`src/rtl/i2c_bus_monitor.sv`:
```
// rtl/i2c_bus_monitor.sv - passive I2C bus decoder feeding a record FIFO
// Optional timestamp lane enabled by `define I2C_MON_TIMESTAMP_EN.
module i2c_bus_monitor #(
    parameter int FIFO_DEPTH = 8
) (
    input  logic        clk,
    input  logic        rst,
    input  logic        sda_i,
    input  logic        scl_i,
    output logic        evt_valid,
    input  logic        evt_ready,
    output logic [11:0] evt_data,
    output logic [15:0] evt_ts,
    output logic        busy,
    output logic [7:0]  drop_cnt
);
    localparam int AW = $clog2(FIFO_DEPTH);

    localparam logic [2:0] K_START  = 3'd1;
    localparam logic [2:0] K_RSTART = 3'd2;
    localparam logic [2:0] K_ADDR   = 3'd3;
    localparam logic [2:0] K_DATA   = 3'd4;
    localparam logic [2:0] K_STOP   = 3'd5;
    localparam logic [2:0] K_ERR    = 3'd6;

    typedef enum logic [1:0] {IDLE, BYTE, ACKBIT} state_t;

    logic        sda_q, sda_qq, scl_q, scl_qq;
    state_t      state_q, state_d;
    logic [3:0]  bit_cnt_q, bit_cnt_d;
    logic        first_q, first_d;
    logic        hi_q, hi_d;
    logic [7:0]  shreg_q, shreg_d;
    logic        busy_q, busy_d;
    logic [7:0]  drop_q;
    logic [AW-1:0] wr_ptr_q, rd_ptr_q;
    logic [AW:0]   cnt_q;
    logic [11:0] mem_q [FIFO_DEPTH];

    logic        start_c, stop_c, scl_rise, scl_fall;
    logic [3:0]  raw_bits, bits_c;
    logic        at_boundary;
    logic        push_d, push_ok, pop;
    logic [11:0] rec_d;

    assign scl_rise = scl_q & ~scl_qq;
    assign scl_fall = ~scl_q & scl_qq;
    assign start_c  = scl_q & ~sda_q & sda_qq;
    assign stop_c   = scl_q & sda_q & ~sda_qq;

    // The SCL rise that opens a START/STOP condition was shifted as a bit; hi_q discounts it.
    assign raw_bits    = (state_q == ACKBIT) ? 4'd9 : bit_cnt_q;
    assign bits_c      = raw_bits - {3'b000, hi_q};
    assign at_boundary = (state_q == BYTE) && (bits_c == 4'd0);

    always_comb begin
        state_d   = state_q;
        bit_cnt_d = bit_cnt_q;
        first_d   = first_q;
        hi_d      = hi_q;
        shreg_d   = shreg_q;
        busy_d    = busy_q;
        push_d    = 1'b0;
        rec_d     = 12'h000;
        if (state_q == IDLE) begin
            if (start_c) begin
                push_d    = 1'b1;
                rec_d     = {K_START, 1'b0, 8'h00};
                busy_d    = 1'b1;
                first_d   = 1'b1;
                bit_cnt_d = 4'd0;
                hi_d      = 1'b0;
                state_d   = BYTE;
            end
        end else if (start_c) begin
            push_d    = 1'b1;
            rec_d     = at_boundary ? {K_RSTART, 1'b0, 8'h00} : {K_ERR, 1'b0, 4'h0, bits_c};
            first_d   = 1'b1;
            bit_cnt_d = 4'd0;
            hi_d      = 1'b0;
            state_d   = BYTE;
        end else if (stop_c) begin
            push_d    = 1'b1;
            rec_d     = at_boundary ? {K_STOP, 1'b0, 8'h00} : {K_ERR, 1'b1, 4'h0, bits_c};
            busy_d    = 1'b0;
            bit_cnt_d = 4'd0;
            hi_d      = 1'b0;
            state_d   = IDLE;
        end else if (scl_fall) begin
            hi_d = 1'b0;
        end else if (scl_rise) begin
            if (state_q == BYTE) begin
                shreg_d   = {shreg_q[6:0], sda_qq};
                bit_cnt_d = bit_cnt_q + 4'd1;
                hi_d      = 1'b1;
                if (bit_cnt_q == 4'd7)
                    state_d = ACKBIT;
            end else begin
                push_d    = 1'b1;
                rec_d     = {first_q ? K_ADDR : K_DATA, ~sda_qq, shreg_q};
                first_d   = 1'b0;
                bit_cnt_d = 4'd0;
                state_d   = BYTE;
            end
        end
    end

    assign pop     = evt_valid & evt_ready;
    assign push_ok = push_d & ((cnt_q != (AW+1)'(FIFO_DEPTH)) | pop);

    always_ff @(posedge clk or posedge rst) begin
        if (rst) begin
            sda_q     <= 1'b1;
            sda_qq    <= 1'b1;
            scl_q     <= 1'b1;
            scl_qq    <= 1'b1;
            state_q   <= IDLE;
            bit_cnt_q <= 4'd0;
            first_q   <= 1'b0;
            hi_q      <= 1'b0;
            shreg_q   <= 8'h00;
            busy_q    <= 1'b0;
            drop_q    <= 8'h00;
            wr_ptr_q  <= '0;
            rd_ptr_q  <= '0;
            cnt_q     <= '0;
        end else begin
            sda_q     <= sda_i;
            sda_qq    <= sda_q;
            scl_q     <= scl_i;
            scl_qq    <= scl_q;
            state_q   <= state_d;
            bit_cnt_q <= bit_cnt_d;
            first_q   <= first_d;
            hi_q      <= hi_d;
            shreg_q   <= shreg_d;
            busy_q    <= busy_d;
            if (push_d && !push_ok && drop_q != 8'hFF)
                drop_q <= drop_q + 8'd1;
            if (push_ok)
                wr_ptr_q <= wr_ptr_q + 1'b1;
            if (pop)
                rd_ptr_q <= rd_ptr_q + 1'b1;
            if (push_ok && !pop)
                cnt_q <= cnt_q + 1'b1;
            else if (pop && !push_ok)
                cnt_q <= cnt_q - 1'b1;
        end
    end

    always_ff @(posedge clk) begin
        if (push_ok)
            mem_q[wr_ptr_q] <= rec_d;
    end

    assign evt_valid = (cnt_q != '0);
    assign evt_data  = evt_valid ? mem_q[rd_ptr_q] : 12'h000;
    assign busy      = busy_q;
    assign drop_cnt  = drop_q;

`ifdef I2C_MON_TIMESTAMP_EN
    logic [15:0] ts_q;
    logic [15:0] ts_mem_q [FIFO_DEPTH];

    always_ff @(posedge clk or posedge rst) begin
        if (rst)
            ts_q <= 16'h0000;
        else
            ts_q <= ts_q + 16'd1;
    end

    always_ff @(posedge clk) begin
        if (push_ok)
            ts_mem_q[wr_ptr_q] <= ts_q;
    end

    assign evt_ts = evt_valid ? ts_mem_q[rd_ptr_q] : 16'h0000;
`else
    assign evt_ts = 16'h0000;
`endif
endmodule

```
`config.mk`:
```
export PLATFORM = sky130hd
export DESIGN_NAME = i2c_bus_monitor
export DESIGN_NICKNAME = d
export VERILOG_FILES = /design/src/rtl/i2c_bus_monitor.sv
export SDC_FILE = /design/constraint.sdc
export NUM_CORES = 1
export LEC_CHECK = 0
export ABC_AREA = 1
export CORE_MARGIN = 2
export CORE_UTILIZATION = 59
export DETAILED_ROUTE_END_ITERATION = 12
export GPL_TIMING_DRIVEN = 0
export PLACE_DENSITY = 0.85
export SKIP_CTS_REPAIR_TIMING = 1
export SYNTH_ARGS = -nofsm -noshare
export SYNTH_HDL_FRONTEND = slang
export SYNTH_SLANG_ARGS = --single-unit
```
`constraint.sdc`:
```
create_clock -name clk -period 3.2 [get_ports clk]
set_clock_uncertainty 0.15 [all_clocks]
set_input_delay 0.48 -clock clk [delete_from_list [all_inputs] [get_ports clk]]
set_output_delay 0.48 -clock clk [all_outputs]
set_load 0.05 [all_outputs]
```
### Yosys cells after proc, flatten, opt, wreduce, memory -nomap -nowiden

Memories as Yosys holds them, arrays and structs flattened.
Cells that the tools add are included.

* logic and storage cells: 128
* output and inout port bits: 38
* register bits after elaboration: 39
* memory bits (writable): 96
* memories: 1
* bits of input ports: 5

Memories
* mem_q: depth 8, width 12, rd ports 1, clocked after memory_dff 0, wr ports 1, line 38 `logic [11:0] mem_q [FIFO_DEPTH];`

* reductions and logical operators: 22
* eq/ne operators: 12
* bitwise gates (word level): 17
* $add $sub $neg: 7
* muxes and demuxes: 55

Operators by type and width (count)
* $mux W12: 8
* $mux W4: 10
* $mux W1: 26
* $mux W2: 8
* $reduce_bool A4 Y1: 3
* $mux W11: 1
* $mux W10: 1
* $reduce_and A3 Y1: 3
* $add A4 B1 Y4 const B: 2
* $add A8 B1 Y8 const B: 1
* $and A1 B1 Y1: 8
* $ne A2 B2 Y1 const B: 4
* $ne A8 B8 Y1 const B: 1
* $not A1 Y1: 8
* $add A3 B1 Y3 const B: 2
* $reduce_and A6 Y1: 1
* $reduce_bool A2 Y1: 3
* $logic_and A1 B1 Y1: 5
* $reduce_and A5 Y1: 1
* $eq A4 B3 Y1 const B: 1
* $logic_not A4 Y1: 1
* $ne A4 B3 Y1 const B: 1
* $ne A4 B4 Y1 const B: 1
* $reduce_and A4 Y1: 1
* 11 further kinds: 12

### Longest topological paths before layout

* depth after elaboration: 12
* depth in mapped cells: 16
* gate-level depth less buffers: 16

### Least setup slack after synthesis

Ideal clock, no wire load.

* path kind: register to output
* start: reg cnt_q[0]
* end: out evt_data[10]
* buffers on the path: 1
* required time: 2.570 ns
* cell stages (with the launch flop): 8
* path slack: 0.399 ns
* data arrival time: 2.171 ns
* cell sequence: dfrtp_1 inv_1 nand2_1 nor3_1 inv_1 clkbuf_1 o21ai_0 nor2_1

* word-level cells in the longest chain between the ends: 2

RTL lines
* start: declaration: line 37 `logic [AW:0] cnt_q;`
* start signal: assignment: line 145 `cnt_q <= cnt_q + 1'b1;`
* start signal: assignment: line 147 `cnt_q <= cnt_q - 1'b1;`
* $reduce_bool A4 Y1: line 156 `assign evt_valid = (cnt_q != '0);`
* via evt_valid: line 10 `output logic evt_valid,`
* $mux W12: line 157 `assign evt_data = evt_valid ? mem_q[rd_ptr_q] : 12'h000;`
* end: declaration: line 12 `output logic [11:0] evt_data,`

The timed path passes the listed nets, and every way through them passes these cells.

### Final worst setup path

* start: reg scl_q
* end: mem mem_q[1][7], enable pin

* word-level cells in the longest chain between the ends: 9
* elaborated cells on any way between the ends: 16
* those cells by class: mux: 8; bitwise: 8

RTL lines
* start: declaration: line 28 `logic sda_q, sda_qq, scl_q, scl_qq;`
* start signal: assignment: line 130 `scl_q <= scl_i;`
* $and A1 B1 Y1 / $not A1 Y1 (equally long branches): line 46, 47
* $mux W1 / $and A1 B1 Y1 (equally long branches): line 91, 47
* $mux W1: line 89 `end else if (scl_fall) begin`
* $mux W1: line 82 `end else if (stop_c) begin`
* $mux W1: line 75 `end else if (start_c) begin`
* $mux W1 *: line 65 `if (state_q == IDLE) begin`
* $and A1 B1 Y1 *: line 109 `assign push_ok = push_d & ((cnt_q != (AW+1)'(FIFO_DEPTH)) | pop);`
* via push_ok: line 43 `logic push_d, push_ok, pop;`
* $mux W1 *: line 152 `if (push_ok)`
* $mux W1 (not written as such) *: line 153 `mem_q[wr_ptr_q] <= rec_d;`
* end: declaration: line 38

Mark *: on every way through the listed nets, which the timed path passes. The rest lies on a longest branch.

==> metrics.yaml <==
detailed_routing:
  detail-route-antenna-nets: 0
  dr.pass1.iters: 9
  drcViolationCount: 0
  dr_total_vias: 4622
  vias_per_cell: 5.76
  drt_first_iter_violations: 452
  routedWlPerCell_um: 18.0
  totalWireLength_um: 14500
floorplanning:
  die_w_um: 107
  ios: 43
  start_util_pct: 60.7
  die_y_um: 107
  coreArea_sq_mm: 0.0103
  dieArea_sq_mm: 0.0115
  fp-row-count: 37
synth:
  synth_top_area_cell: "edfxtp_1"
  seq_area_frac_synth_pct: 61.7
  yosys_warnings: 0
  synth_xor_area_share_pct: 1.82
  ys_types: 39
  synthArstFlopShare_pct: 28.9
  synth_compound_area_share_pct: 9.99
  synth_fa_ha_area_share_pct: 2.72
  synthSimpleGateAreaFrac_pct: 15.6
  ys_seq_elements: 135
  syn-instance-count: 590
  avgSynthCellArea_sq_um: 10.6
  muxShareOfSynthArea_pct: 1.92
  ys_dominant_reg_cell: "edfxtp_1"
  synth-edff-count: 96
  synth.area.top_cells: "edfxtp_1, dfrtp_1, o21ai_0"
  synth_top_area_share_pct: 46.0
  synth_top_family_by_area: "simple AND/OR/NAND/NOR gates"
  synth_area_sq_mm: 0.00626
clock_network:
  h-tree-depth: 4
  cts_buffer_depth: 2
  clk_latency_ns: 0.52
  path_clk_slew_ns: 0.06
  cts-root-buf: "clkbuf_8"
  cts_sinks: 135
  cts_buffers: 17
  tritoncts: "done"
pwr:
  p_per_area_mw_per_mm2: 973
  power_mw: 7.18
  p_leak_nw: 3.09
  ir_drop_mv: 0.525
critical_path:
  cp_cell_sequence: "inv_1 -> ha_1 -> nor2_2 -> nand2_2 -> nand2_4 -> nand2_8 -> nor2_8 -> nand2_4 -> nor2_1"
  r2r_slack_ns: 0.11
  crit_path_start_kind: "register"
  cp_data_arrival_time_ns: 3.07
  startpoint: "scl_q$_DFF_PP1_"
  r2r_cells: 9
  r2r_end: "mem_q[1][7]$_DFFE_PP_"
  worstReg2RegStart: "scl_q$_DFF_PP1_"
  worst_setup_path_end_kind: "register"
  path_depth: 9
  critPathKind: "register to register"
  path_buf_inv: 1
  cp_slowest_cell: "nor2_1"
  critical-path-top-delay-family: "simple AND/OR/NAND/NOR gates"
  cp_data_required_time_ns: 3.18
  crit_path_frequent_cell: "nand2_4"
  worstPathMaxFanout: 12
  slowest_delay_ns: 0.95
  crit_path_end: "mem_q[1][7]$_DFFE_PP_"
flow_run:
  max_cap_violations: 0
global_route:
  grt_max_degree: 40
  antenna_found_initial: 0
  overflow: 0
  grt_pass1_vias: 4524
  grt_usage_pct: 27.0
  grt_pass1_wl_um: 23100
timing:
  setup_tns_ns: 0
  period_needed_ns: 3.09
  rsz0062_at_grt: "no"
  finalHoldViolations: 0
  fmax_ghz: 0.323
  fin_crit_sh_pct: 96.6
  fin_ws_ns: 0.108
  slew_headroom_pct: 15.9
  worstMarginPinSlew_ns: 1.26
  setup_violations: 0
  drv_slew: 0
place:
  place.gp.congestion: 0.881
  hpwl_um: 8950
  place_ws_ns: 0.0866
  port_buffers: 26
finish:
  final_cell_mix: "edfxtp_1, nor2_1, nand2_1, o21ai_0, inv_1"
  areaGrowthSynthToFinish_pct: 17.7
  drive_above_1_share_pct: 14.7
  nNetsFinal: 671
  diodes: 0
  post-route-util_pct: 71.4
  layout_commonest_cell: "edfxtp_1"
run_status:
  status: "complete, no violations"
worst_hold_path:
  hold_class: "input port to register"
-- synthesized netlist by cell type, types with 5 or more instances --
cell,count
edfxtp_1,96
nor2_1,96
nand2_1,80
o21ai_0,80
inv_1,45
dfrtp_1,35
buf_4,19
nand3_1,14
ha_1,12
mux2i_1,12
o22ai_1,12
clkbuf_1,11
xor2_1,11
o21ai_1,10
a21oi_1,9
nor3_1,8
nand2_4,5
-- power by group --
part	switching (mW)	internal, mW
Clock	0.715	1.06
Sequential	0.180	2.15
Combinational	2.14	0.925
-- per-layer routing --
| metal | part of all wire (%) | vias up | wire, um | track usage [%] |
|---|---|---|---|---|
| met2 | 52 | 253 | 7490 | 46.2 |
| met3 | 8.2 | 34 | 1190 | 5.78 |
| met1 | 38 | 2224 | 5500 | 33.5 |
| met4 | 1.9 | 0 | 280 | 10.9 |
| met5 | 0 | - | 0 | 0 |
| li1 | - | 2111 | - | - |
-- sequential cells by signal, summed over array words and instances, names as in the netlist, 2 cells and up --
register,flops
bit_cnt_q,4
cnt_q,4
drop_cnt,8
mem_q,96
rd_ptr_q,3
shreg_q,8
state_q,2
wr_ptr_q,3
-- stage by stage --
step           area (sq um)  hold WS (ns)  std cells
4_1_cts                7300         0.212        799
3_5_place_dp           6750         0.225        767
3_3_place_gp           6750         0.223        767
6_report               7370         0.222        802
5_1_grt                7370         0.208        802
2_1_floorplan          6320         0.218        605
-- worst register-to-register path: cells and delay by family, from the launching register on --
family        cells  cell delay, ns
fa+ha+maj         1            0.23
flops             1            0.54
simple gates      7            1.72
buf+inv           1            0.06
-- cell type report --
| class | count | area [sq um] |
|---|---|---|
| flip-flops and latches | 135 | 3860 |
| plain buffers | 35 | 214 |
| clock buffers | 22 | 484 |
| repair buffers | 29 | 300 |
| multi-input cells | 387 | 2090 |
| fillers | 639 | 2950 |
| well taps | 136 | 170 |
| inverters | 48 | 183 |
| clock inverters | 10 | 65.1 |
-- worst min path at each step --
stage | slack, ns | depth (start not counted) | endpoint | startpoint
finish | 0.22 | 1 | scl_q$_DFF_PP1_ | scl_i
global route | 0.21 | 1 | scl_q$_DFF_PP1_ | scl_i
CTS | 0.21 | 1 | scl_q$_DFF_PP1_ | scl_i
detailed placement | 0.23 | 0 | sda_qq$_DFF_PP1_ | sda_q$_DFF_PP1_
global placement | 0.22 | 0 | sda_qq$_DFF_PP1_ | sda_q$_DFF_PP1_
floorplan | 0.22 | 0 | sda_qq$_DFF_PP1_ | sda_q$_DFF_PP1_
-- kinds of logic after synthesis --
kind of cell / count (synthesis)
buffers and inverters: 83
AO/OA/AOI/OAI: 117
other: 1
AND/OR/NAND/NOR: 216
XOR/XNOR: 13
multiplexers: 12
adder cells (fa/ha/maj): 13
flip-flops: 135
(Power assumes the default switching activity.)
